File: src/rtl/mod_addsub_pipe_pkg.sv
// Shared NTT datapath definitions: operation encodings and lane packing helper.
package mod_addsub_pipe_pkg;

   typedef enum logic {
      MODE_ADD = 1'b0,
      MODE_SUB = 1'b1
   } mode_e;

   // LSB position of lane `lane` in a packed vector of k-bit lanes.
   function automatic int unsigned lane_lsb(input int unsigned lane, input int unsigned k);
      return lane * k;
   endfunction

endpackage

File: src/rtl/mod_addsub_lane.sv
// One coefficient lane: S1 forms the raw sum/difference, S2 reduces it modulo M.
module mod_addsub_lane
   import mod_addsub_pipe_pkg::*;
#(
   parameter int unsigned K = 8
) (
   input  logic         clk,
   input  logic         rst,
   input  logic         s1_en,
   input  logic         s2_en,
   input  logic         mode,
   input  logic [K-1:0] a,
   input  logic [K-1:0] b,
   input  logic         s1_mode,
   input  logic [K-1:0] s1_mod,
   output logic [K-1:0] c
);

   localparam int unsigned W = K + 2;

   logic        [W-1:0] raw_d;
   logic        [W-1:0] raw_q;
   logic signed [W-1:0] raw_s;
   logic signed [W-1:0] m_s;
   logic signed [W-1:0] t2;
   logic signed [W-1:0] t3;
   logic signed [W-1:0] sel;
   logic        [K-1:0] c_d;

   // Two guard bits hold both the K+1 bit sum and the signed difference.
   always_comb begin
      raw_d = W'(a) + W'(b);
      if (mode_e'(mode) == MODE_SUB) begin
         raw_d = W'(a) - W'(b);
      end
   end

   always_ff @(posedge clk) begin
      if (s1_en) begin
         raw_q <= raw_d;
      end
   end

   // Reduction: sign bits of the candidates pick the result, truncation happens last.
   always_comb begin
      raw_s = $signed(raw_q);
      m_s   = $signed(W'(s1_mod));
      t2    = raw_s - m_s;
      t3    = raw_s - m_s - m_s;
      sel   = raw_s;
      if (mode_e'(s1_mode) == MODE_SUB) begin
         if (raw_s[W-1]) begin
            sel = raw_s + m_s;
         end
      end else if (!t2[W-1]) begin
         sel = t3[W-1] ? t2 : t3;
      end
      c_d = (s1_mod == '0) ? '0 : K'(sel);
   end

   always_ff @(posedge clk) begin
      if (rst) begin
         c <= '0;
      end else if (s2_en) begin
         c <= c_d;
      end
   end

endmodule

File: src/rtl/mod_addsub_pipe.sv
// Two-stage multi-lane modular add/subtract with valid/ready flow control and tag passthrough.
module mod_addsub_pipe
   import mod_addsub_pipe_pkg::*;
#(
   parameter int unsigned K     = 8,
   parameter int unsigned LANES = 1,
   parameter int unsigned TAG_W = 4
) (
   input  logic                 clk,
   input  logic                 rst,
   input  logic                 in_valid,
   output logic                 in_ready,
   input  logic                 in_mode,
   input  logic [LANES*K-1:0]   in_a,
   input  logic [LANES*K-1:0]   in_b,
   input  logic [K-1:0]         in_mod,
   input  logic [TAG_W-1:0]     in_tag,
   output logic                 out_valid,
   input  logic                 out_ready,
   output logic [LANES*K-1:0]   out_c,
   output logic [TAG_W-1:0]     out_tag
);

   logic             s1_valid;
   logic             s2_valid;
   logic             s1_adv;
   logic             s2_adv;
   logic             s1_load;
   logic             s2_load;
   logic             s1_mode;
   logic [K-1:0]     s1_mod;
   logic [TAG_W-1:0] s1_tag;

   // A stage may take new data when it is empty or its content moves on this cycle.
   assign s2_adv    = !s2_valid || out_ready;
   assign s1_adv    = !s1_valid || s2_adv;
   assign in_ready  = s1_adv;
   assign s1_load   = in_valid && s1_adv;
   assign s2_load   = s1_valid && s2_adv;
   assign out_valid = s2_valid;

   always_ff @(posedge clk) begin
      if (rst) begin
         s1_valid <= 1'b0;
         s2_valid <= 1'b0;
      end else begin
         if (s1_adv) begin
            s1_valid <= in_valid;
         end
         if (s2_adv) begin
            s2_valid <= s1_valid;
         end
      end
   end

   // Mode, modulus and tag ride with the beat so consecutive beats stay independent.
   always_ff @(posedge clk) begin
      if (s1_load) begin
         s1_mode <= in_mode;
         s1_mod  <= in_mod;
         s1_tag  <= in_tag;
      end
   end

   always_ff @(posedge clk) begin
      if (rst) begin
         out_tag <= '0;
      end else if (s2_load) begin
         out_tag <= s1_tag;
      end
   end

   for (genvar i = 0; i < LANES; i++) begin : g_lane
      mod_addsub_lane #(
         .K (K)
      ) u_lane (
         .clk     (clk),
         .rst     (rst),
         .s1_en   (s1_load),
         .s2_en   (s2_load),
         .mode    (in_mode),
         .a       (in_a[lane_lsb(i, K) +: K]),
         .b       (in_b[lane_lsb(i, K) +: K]),
         .s1_mode (s1_mode),
         .s1_mod  (s1_mod),
         .c       (out_c[lane_lsb(i, K) +: K])
      );
   end

endmodule
File: config.mk
export PLATFORM = sky130hd
export DESIGN_NAME = mod_addsub_pipe
export DESIGN_NICKNAME = d
export VERILOG_FILES = /design/src/rtl/mod_addsub_pipe_pkg.sv /design/src/rtl/mod_addsub_lane.sv /design/src/rtl/mod_addsub_pipe.sv
export SDC_FILE = /design/constraint.sdc
export NUM_CORES = 1
export LEC_CHECK = 0
export ABC_AREA = 1
export CELL_PAD_IN_SITES_DETAIL_PLACEMENT = 0
export CELL_PAD_IN_SITES_GLOBAL_PLACEMENT = 1
export CORE_ASPECT_RATIO = 1.2
export CORE_MARGIN = 2
export CORE_UTILIZATION = 30
export CTS_BUF_LIST = sky130_fd_sc_hd__clkbuf_16
export DETAILED_ROUTE_END_ITERATION = 8
export GPL_TIMING_DRIVEN = 0
export PLACE_DENSITY_LB_ADDON = 0.1
export RECOVER_POWER = 25
export SYNTH_ARGS = -nofsm -noshare
export SYNTH_HDL_FRONTEND = slang
export SYNTH_SLANG_ARGS = --single-unit
export TNS_END_PERCENT = 30
File: constraint.sdc
create_clock -name clk -period 3.4 [get_ports clk]
set_input_delay 0.51 -clock clk [delete_from_list [all_inputs] [get_ports clk]]
set_output_delay 0.51 -clock clk [all_outputs]
set_load 0.02 [all_outputs]
==> summary.txt, run 1 <==
Timing
  – Final setup viols: 0
  – Setup TNS: 0 ns
  – Slew Limit Fails: 0
  – Ratio of final minimum period to clock period: 91.41%
  – Slew Limit Headroom: 43.68%
  – Tmin final: 3.108 ns
  – Final Hold Viols: 0
  – Fmax: 321.8 MHz
  – Setup WS post-layout: 0.2922 ns
  – Clk_skew: 0.009004 ns
  – RSZ-0062 raised after global routing: false
  – Worst-Margin Slew: 0.8439 ns

Global route
  – Largest net degree at the start of global routing: 24
  – Gr ovfl total: 0
  – First-pass GRT wire length: 15270 um
  – GRT Overall Usage: 15.97%
  – Vias in the first global route: 3151
  – Initial antenna violation count: 0

Routing
  – Routed WL: 9224 um
  – Wire length per cell: 13.56 um
  – DR pass1 iterations: 4
  – DR vias: 3144
  – Routed vias/inst: 4.624
  – DRC violations left: 0
  – 1st-iter DRT viols: 107
  – Routed Antenna Nets: 0

Clocking
  – TritonCTS buffer count: 5
  – TritonCTS clock tree: done
  – CTS root buf: clkbuf_16
  – Clock Tree Buf Depth: 2
  – Htree depth: 2
  – Insertion delay to the later sink of the worst-skew pair: 0.28 ns
  – Clock Sinks: 37
  – Clk pin slew, worst setup/hold paths: 0.06 ns

Power and ir drop
  – Switch Pwr: 811.8 uW
  – Comb pwr share: 47.9%
  – Leakage power: 0.002014 uW
  – Clock power share: 25.2%
  – Maximum vdd drop: 0.1740 mV
  – Final total power: 2078 uW
  – PwrDens: 472.2 nW/um2
  – Switching part of the total: 39.07%
  – Internal: 1266 uW
  – Sequential power share: 26.8%

Logic synthesis
  – Synth top cells by count: 111 x nand2_1, 69 x inv_1, 39 x nand3_1, 38 x ha_1, 36 x a21oi_1
  – Synth warnings: 0
  – Syn avg cell area: 7.437 um2
  – Most frequent cell after synthesis: nand2_1
  – Register bit total from synthesis: 37
  – Synth unique cells: 40
  – Synthesized cell area: 3443 um2
  – Syn_nets: 539
  – Register area share after synthesis: 28.20%
  – Top_reg_cell synth: edfxtp_1
  – Post-synth top area cell: edfxtp_1
  – Post-synth EDFFs: 23
  – Cell count after synthesis: 463
  – Synth area leaders: edfxtp_1 20%, ha_1 14%, nand2_1 12%
  – Ys async rst share: 0%
  – Share of the synthesized area in the top cell type: 20.06%

Critical path
  – Critical Path End Type: register
  – Critical path class: register to register
  – WP data arrival: 3.33 ns
  – Worst path most repeated cell: nand2_1
  – CP Data Required Time: 3.62 ns
  – Critical Path Source Type: register
  – CP max stage cell: edfxtp_1
  – Worst Path Buf+Inv: 3
  – Critical path startpoint: s1_mod[4]
  – Worst Path Max Fanout: 9
  – Delay-heaviest family, CP: simple AND/OR/NAND/NOR gates
  – Critical path's largest stage delay: 0.42 ns
  – Worst-path cell chain: inv_1, ha_1, buf_4, a21oi_2, nor2_1, nor2_1, nand3_1, nand2_1, inv_1, ha_1, a21oi_4, nand3_2, nand2_1, nand3_1, nand2_1, nand2_1, a21oi_2
  – Reg-to-Reg Start: s1_mod[4]

Cells and area
  – # nets final: 601
  – Share of layout cells above drive strength 1: 10.84%
  – Footprint of the multi-input gates: 2231 um2
  – Fin util: 39.69%
  – Register area: 970.9 um2
  – Antenna Cells: 0
  – Layout area overhead: 27.80%
  – Fillcell total: 1196

Floorplan
  – Starting Density: 31.05%
  – Core area: 11090 um2
  – Die W: 101.8 um
  – Row count: 42
  – I/O pins: 47
  – Full die area: 12350 um2
  – Overall die height: 121.4 um

Place
  – Pre-CTS setup slack: -0.2222 ns
  – Input/output buffers: 46
  – Routability Congestion: 0.8494
  – DP HPWL: 7696 um

Job
  – Max-Cap Viols: 0

Min path
  – Hold Startpoint: out_tag[1]
  – Worst min-delay path class: register to register

Run status
  – Status: completed
-- flip-flops by register name, summed over array words and instances (netlist names) --
signal	flops
out_valid	1
s1_tag	4
g_lane.u_lane.c	8
s1_valid	1
s1_mode	1
s1_mod	8
out_tag	4
g_lane.u_lane.raw_q	10
-- path summary, 6_finish.rpt --
kind	to	slack (ns)	depth (start not counted)
max reg2reg	g_lane[0].u_lane.c[7]	0.29	17
max	g_lane[0].u_lane.c[7]	0.29	17
min	out_tag[1]	0.46	2
min reg2reg	out_tag[1]	0.46	2
-- layer usage --
metal,part of all wire [%],GRT usage (%)
met1,44,19.69
met2,51,28.04
met3,2.2,1.613
met4,2.6,6.419
met5,0,0
-- what timing repair did --
| item | 4_1_cts | 5_1_grt |
|---|---|---|
| endpoints found under the setup margin | 8 | 8 |
| pin swaps | 1 | 2 |
| hold buffers | 0 | 0 |
| buffers inserted | 2 | 6 |
| cloned | 0 | 1 |
| resized for setup | 4 | 6 |
-- area by class of cell --
| type | instances | share of cell area (%) |
|---|---|---|
| clock inverter | 3 | 1.024 |
| buffer | 8 | 0.8530 |
| clock buffer | 5 | 2.843 |
| multi-input combinational | 345 | 50.70 |
| tap | 154 | 4.379 |
| timing repair buffer | 54 | 11.83 |
| inverter | 74 | 6.312 |
| sequential | 37 | 22.06 |
-- tightest hold or removal path: cells and delay by family (launching register included) --
| family | cells | cell delay [ns] |
|---|---|---|
| AO/OA/AOI/OAI | 1 | 0.05 |
| flip-flops | 1 | 0.31 |
| AND/OR/NAND/NOR | 1 | 0.06 |
-- stage by stage --
stage                     cell area (um2)  hold slack, ns  instances
after floorplan                      3443          0.4751        463
after global placement               4096          0.4546        663
after detailed placement             4096          0.4591        663
after CTS                            4305          0.4686        673
after global routing                 4400          0.4859        680
final                                4400          0.4643        680
-- kinds of logic after synthesis --
kind of cell	share of synthesized area [%]
DFF	28.20
buffers and inverters	9.157
xor gates and xnor gates	4.070
muxes	0.2907
adders and majority gates	16.72
and+or+nand+nor	28.16
AOI/OAI and AO/OA	13.41
-- power by group through the flow --
stage / registers, uW / clock network [uW] / logic (uW)
global placement: 568 / 0 / 906
global route: 562 / 555 / 1120
CTS: 559 / 538 / 937
floorplan: 568 / 0 / 638
finish: 558 / 525 / 996
detailed placement: 569 / 0 / 905
-- layout by cell type, fill, tap and decap left out, drive strengths merged, types with 4 or more instances in the layout --
cell             n
nand3           44
o21bai           4
clkdlybuf4s50   30
buf             13
edfxtp          23
inv             73
a21oi           46
fa               5
ha              38
dlygate4sd3     16
o21ai           18
xor2            14
nand2          119
nor2            23
nand4           12
clkbuf           8
nor3             4
dfxtp           14
Note: power is estimated with default switching activity, not from simulation.
==> run 2: changes to the inputs <==
--- a/config.mk
+++ b/config.mk
@@ -6,7 +6,7 @@
 export NUM_CORES = 1
 export LEC_CHECK = 0
 export ABC_AREA = 1
-export CELL_PAD_IN_SITES_DETAIL_PLACEMENT = 0
+export CELL_PAD_IN_SITES_DETAIL_PLACEMENT = 1
 export CELL_PAD_IN_SITES_GLOBAL_PLACEMENT = 1
 export CORE_ASPECT_RATIO = 1.2
 export CORE_MARGIN = 2
==> summary.txt, run 2 (synthesized netlist as in run 1, its figures left out) <==
Timing
  – Setup TNS: 0 ns
  – Ratio of final minimum period to clock period: 92.95%
  – Worst-Margin Slew: 0.8761 ns
  – Tmin final: 3.160 ns
  – Slew Limit Headroom: 41.53%
  – Fmax: 316.4 MHz
  – Final Hold Viols: 0
  – Slew Limit Fails: 0
  – Final hold slack: 0.4745 ns
  – Setup WS post-layout: 0.2397 ns
  – Final setup viols: 0
  – Clk_skew: 0.01173 ns

Clocking
  – CTS Hold Bufs: 0
  – Clock Sinks: 37
  – Htree depth: 2
  – TritonCTS buffer count: 5
  – TritonCTS clock tree: done
  – Clock Tree Buf Depth: 2
  – Insertion delay to the later sink of the worst-skew pair: 0.28 ns
  – CTS root buf: clkbuf_16
  – Clk pin slew, worst setup/hold paths: 0.06 ns

Routing
  – Wire length per cell: 14.77 um
  – Routed Antenna Nets: 0
  – DR pass1 iterations: 4
  – DRC violations left: 0
  – Routed vias/inst: 4.752
  – 1st-iter DRT viols: 85
  – DR vias: 3260
  – Routed WL: 10130 um

Critical path
  – CP max stage cell: edfxtp_1
  – Delay-heaviest family, CP: adder cells
  – Critical Path Source Type: register
  – Worst Path Buf+Inv: 2
  – Critical path class: register to register
  – Critical path's largest stage delay: 0.50 ns
  – Worst-path cell chain: ha_1, nand2_2, nor2_1, nand2_1, nand4_1, nand2_1, ha_1, a21o_1, a21oi_4, buf_4, buf_4, nand4_1, nand3_1, nand3_1, nand2_1, a21oi_2
  – Critical Path End Type: register
  – CP Depth: 16
  – Worst Path Max Fanout: 7
  – WP data arrival: 3.31 ns
  – Worst path most repeated cell: nand2_1
  – R2R cell count: 16
  – CP Data Required Time: 3.55 ns

Power and ir drop
  – Switching part of the total: 39.58%
  – Final total power: 2117 uW
  – PwrDens: 475.7 nW/um2
  – Clock power share: 25.0%
  – Internal: 1279 uW
  – Sequential power share: 26.4%
  – Leakage power: 0.002037 uW
  – Switch Pwr: 838.1 uW
  – Maximum vdd drop: 0.1851 mV
  – Comb pwr share: 48.5%

Floorplan
  – Starting Density: 31.05%
  – Core area: 11090 um2
  – I/O pins: 47
  – Full die area: 12350 um2
  – Die W: 101.8 um
  – Overall die height: 121.4 um
  – Row count: 42

Cells and area
  – Commonest non-fill, non-tap cells in the layout: 111 x nand2_1, 68 x inv_1, 38 x nand3_1
  – Reg with most FFs: g_lane.u_lane.raw_q
  – Max FFs per register: 10
  – Antenna Cells: 0
  – Fillcell total: 1380
  – # nets final: 607
  – Layout area overhead: 29.25%
  – Share of layout cells above drive strength 1: 12.03%
  – Final Non-Filler Cells: 686
  – Largest regs: g_lane.u_lane.raw_q: 10 flops, g_lane.u_lane.c: 8 flops, s1_mod: 8 flops
  – Commonest non-fill, non-tap cell in the layout: nand2_1

Min path
  – Worst min-delay path class: register to register
  – Hold Path Cell Cnt: 2

Global route
  – Initial antenna violation count: 0
  – Largest net degree at the start of global routing: 24
  – Vias in the first global route: 3425
  – First-pass GRT wire length: 16550 um
  – Gr ovfl total: 0
  – GRT Overall Usage: 17.27%

Place
  – Dpl cells: 663
  – DP HPWL: 8342 um
  – Routability Congestion: 0.8494
  – Pre-CTS setup slack: -0.2397 ns
  – Input/output buffers: 46

Run status
  – Status: completed

Job
  – Max-Cap Viols: 0
## run 2: cell types whose count changed in the layout (fill, tap and decap cells not counted), sizes merged
cell	before	now
buf	13	19
clkdlybuf4s50	30	31
dlygate4sd3	16	15
## run 2: per-stage QoR
| step | utilization, % | cell area [um2] |
|---|---|---|
| floorplan | - | 3443 |
| global placement | 36.94 | 4096 |
| detailed placement | 36.94 | 4096 |
| CTS | 38.83 | 4305 |
| global route | 40.14 | 4451 |
| finish | 40.14 | 4451 |
## run 2: worst paths after layout
| check | startpoint | end | slack [ns] |
|---|---|---|---|
| hold / removal | g_lane[0].u_lane.c[6] | g_lane[0].u_lane.c[6] | 0.47 |
| hold reg to reg | g_lane[0].u_lane.c[6] | g_lane[0].u_lane.c[6] | 0.47 |
| setup / recovery | g_lane[0].u_lane.raw_q[5] | g_lane[0].u_lane.c[4] | 0.24 |
| setup reg to reg | g_lane[0].u_lane.raw_q[5] | g_lane[0].u_lane.c[4] | 0.24 |
## run 2: per-layer routing
metal	share of wire, %	track usage [%]
met1	43	20.26
met4	3.0	6.757
met2	52	31.50
met3	2.1	1.901
met5	0	0
## run 2: final cells by class
cell class,instances,area (um2),area share (%)
buffer,8,37.54,0.8434
clock buffer,5,125.1,2.811
clock inverter,3,45.04,1.012
inverter,74,277.8,6.241
multi-input combinational,345,2236,50.24
sequential,37,970.9,21.82
tap,154,192.7,4.329
timing repair buffer,60,565.5,12.71
## run 2: power groups by stage
| stage | sequential, uW | combinational, uW | clock, uW |
|---|---|---|---|
| after global routing | 564 | 1150 | 556 |
| after floorplan | 568 | 638 | 0 |
| after detailed placement | 570 | 921 | 0 |
| final | 559 | 1030 | 530 |
| after global placement | 568 | 906 | 0 |
| after CTS | 560 | 956 | 536 |
## run 2: repair_timing
item,in CTS,in global routing
gates resized for setup,4,9
gates cloned,0,1
endpoints found under the setup margin,8,8
pin swaps,1,2
buffers inserted,2,12
## run 2: worst min-delay path, cell delays in order, from the launching register on
cell	delay, ns
dfxtp_1	0.31
nand2_1	0.06
a21oi_1	0.06
==> run 3: changes to the inputs <==
--- a/config.mk
+++ b/config.mk
@@ -10,12 +10,13 @@
 export CELL_PAD_IN_SITES_GLOBAL_PLACEMENT = 1
 export CORE_ASPECT_RATIO = 1.2
 export CORE_MARGIN = 2
-export CORE_UTILIZATION = 30
+export CORE_UTILIZATION = 40
 export CTS_BUF_LIST = sky130_fd_sc_hd__clkbuf_16
 export DETAILED_ROUTE_END_ITERATION = 8
 export GPL_TIMING_DRIVEN = 0
 export PLACE_DENSITY_LB_ADDON = 0.1
 export RECOVER_POWER = 25
+export SLEW_MARGIN = 20
 export SYNTH_ARGS = -nofsm -noshare
 export SYNTH_HDL_FRONTEND = slang
 export SYNTH_SLANG_ARGS = --single-unit
==> summary.txt, run 3 (synthesized netlist as in run 1, its figures left out) <==
Run status
  – Status: completed

Floorplan
  – Overall die height: 105.6 um
  – Core area: 8472 um2
  – Row count: 37
  – Full die area: 9369 um2
  – I/O pins: 47
  – Starting Density: 40.64%
  – Die W: 88.70 um

Clocking
  – CTS root buf: clkbuf_16
  – TritonCTS clock tree: done
  – TritonCTS buffer count: 5
  – Htree depth: 2
  – Clock Tree Buf Depth: 2
  – CTS Hold Bufs: 0
  – Clk pin slew, worst setup/hold paths: 0.06 ns
  – Insertion delay to the later sink of the worst-skew pair: 0.28 ns
  – Clock Sinks: 37

Timing
  – Clk_skew: 0.006407 ns
  – Final setup viols: 0
  – Slew Limit Headroom: 43.91%
  – Slew Limit Fails: 0
  – Ratio of final minimum period to clock period: 93.61%
  – Final Hold Viols: 0
  – Tmin final: 3.183 ns
  – Worst-Margin Slew: 0.8404 ns
  – Final hold slack: 0.4711 ns
  – Fmax: 314.2 MHz

Cells and area
  – Fillcell total: 1067
  – Footprint of the multi-input gates: 2227 um2
  – Post-layout instance area: 4384 um2
  – Layout area overhead: 27.33%
  – Commonest non-fill, non-tap cell in the layout: nand2_1
  – Largest regs: g_lane.u_lane.raw_q: 10 flops, g_lane.u_lane.c: 8 flops, s1_mod: 8 flops
  – Antenna Cells: 0
  – Register area: 970.9 um2
  – Max FFs per register: 10
  – # nets final: 604
  – Share of layout cells above drive strength 1: 11.15%
  – Commonest non-fill, non-tap cells in the layout: 111 x nand2_1, 69 x inv_1, 38 x nand3_1
  – Reg with most FFs: g_lane.u_lane.raw_q

Critical path
  – Worst path most repeated cell: nand2_1
  – Worst-path cell chain: inv_1, ha_1, buf_4, nand2_2, inv_1, nand2_1, nand3_1, nand2_1, nand2_1, ha_1, a21o_1, a21oi_4, nand3_4, nand2_1, nand3_1, nand2_1, nand2_1, nand2_1, a21oi_1
  – CP Data Required Time: 3.54 ns
  – R2R cell count: 19
  – Critical Path Source Type: register
  – CP max stage cell: edfxtp_1
  – Worst Path Max Fanout: 9
  – Critical path class: register to register
  – Critical path's largest stage delay: 0.43 ns
  – WP data arrival: 3.32 ns
  – Critical Path End Type: register

Global route
  – Initial antenna violation count: 0
  – Vias in the first global route: 3438
  – GRT Overall Usage: 21.64%
  – First-pass GRT wire length: 15810 um
  – Largest net degree at the start of global routing: 24
  – Gr ovfl total: 0

Power and ir drop
  – Maximum vdd drop: 0.2392 mV
  – Leakage power: 0.002030 uW
  – PwrDens: 485.0 nW/um2

Place
  – DP HPWL: 8096 um
  – Input/output buffers: 46
  – Post-DP Area: 4050 um2
  – Routability Congestion: 0.9168

Routing
  – DRC violations left: 0
  – 1st-iter DRT viols: 158
  – DR vias: 3335
  – Routed vias/inst: 5.163
  – DR pass1 iterations: 4
  – Wire length per cell: 15.53 um
  – Routed WL: 10030 um
  – Routed Antenna Nets: 0

Job
  – Max-Cap Viols: 0

Min path
  – Hold Path Cell Cnt: 2
  – Worst min-delay path class: register to register
## run 3: cell types whose count changed in the layout (fill, tap and decap cells not counted), sizes merged
cell and change:
clkbuf +1, clkinv -1, buf -4, a21oi +1
## run 3: worst paths after layout
path                   start                    end  slack [ns]
setup / recovery   s1_mod[4]  g_lane[0].u_lane.c[6]        0.22
hold reg to reg   out_tag[0]             out_tag[0]        0.47
hold / removal    out_tag[0]             out_tag[0]        0.47
setup reg to reg   s1_mod[4]  g_lane[0].u_lane.c[6]        0.22
## run 3: report_power, final
part	total [uW]	switching (uW)	leakage [uW]	internal (uW)
clock network	571	178	0.0000926	393
registers	558	35.5	0.000340	523
logic	997	613	0.00160	384
total	2130	827	0.00203	1300
## run 3: cell type report
cell class | instances | area share (%)
Multi-Input combinational cell | 346 | 50.80
Tap cell | 117 | 3.339
Buffer | 8 | 0.8562
Inverter | 74 | 6.336
Timing Repair Buffer | 56 | 12.21
Clock inverter | 2 | 0.8847
Clock buffer | 6 | 3.425
Sequential cell | 37 | 22.15
## run 3: timing repair
| item | 4_1_cts | 5_1_grt |
|---|---|---|
| cloned | 0 | 2 |
| pin swaps | 0 | 3 |
| setup endpoints to repair | 8 | 8 |
| resized for setup | 5 | 4 |
| buffers inserted | 1 | 9 |
## run 3: layer usage
metal / up-vias / wire (um) / track usage, %
met5: - / 0 / 0
met4: 0 / 267 / 6.818
met3: 14 / 282 / 2.271
met2: 62 / 5339 / 39.66
met1: 1592 / 4143 / 25.66
li1: 1667 / - / -
## run 3: stage by stage
stage	util [%]	power [uW]	setup TNS, ns	worst slack [ns]	std cells
4_1_cts	50.55	2082	0	0.05158	635
3_3_place_gp	47.81	1446	-0.5960	-0.1443	626
5_1_grt	51.75	2269	-0.1319	-0.03333	646
3_5_place_dp	47.81	1472	-0.6902	-0.1250	626
2_1_floorplan	-	1206	0	0.4640	463
6_report	51.75	2126	0	0.2173	646
## run 3: worst max-delay path: cells and delay by family (launching register included)
family / cells / cell delay (ns)
buf+inv: 3 / 0.43
fa+ha+maj: 2 / 0.62
simple gates: 11 / 0.97
compound gates: 3 / 0.60
flops: 1 / 0.43
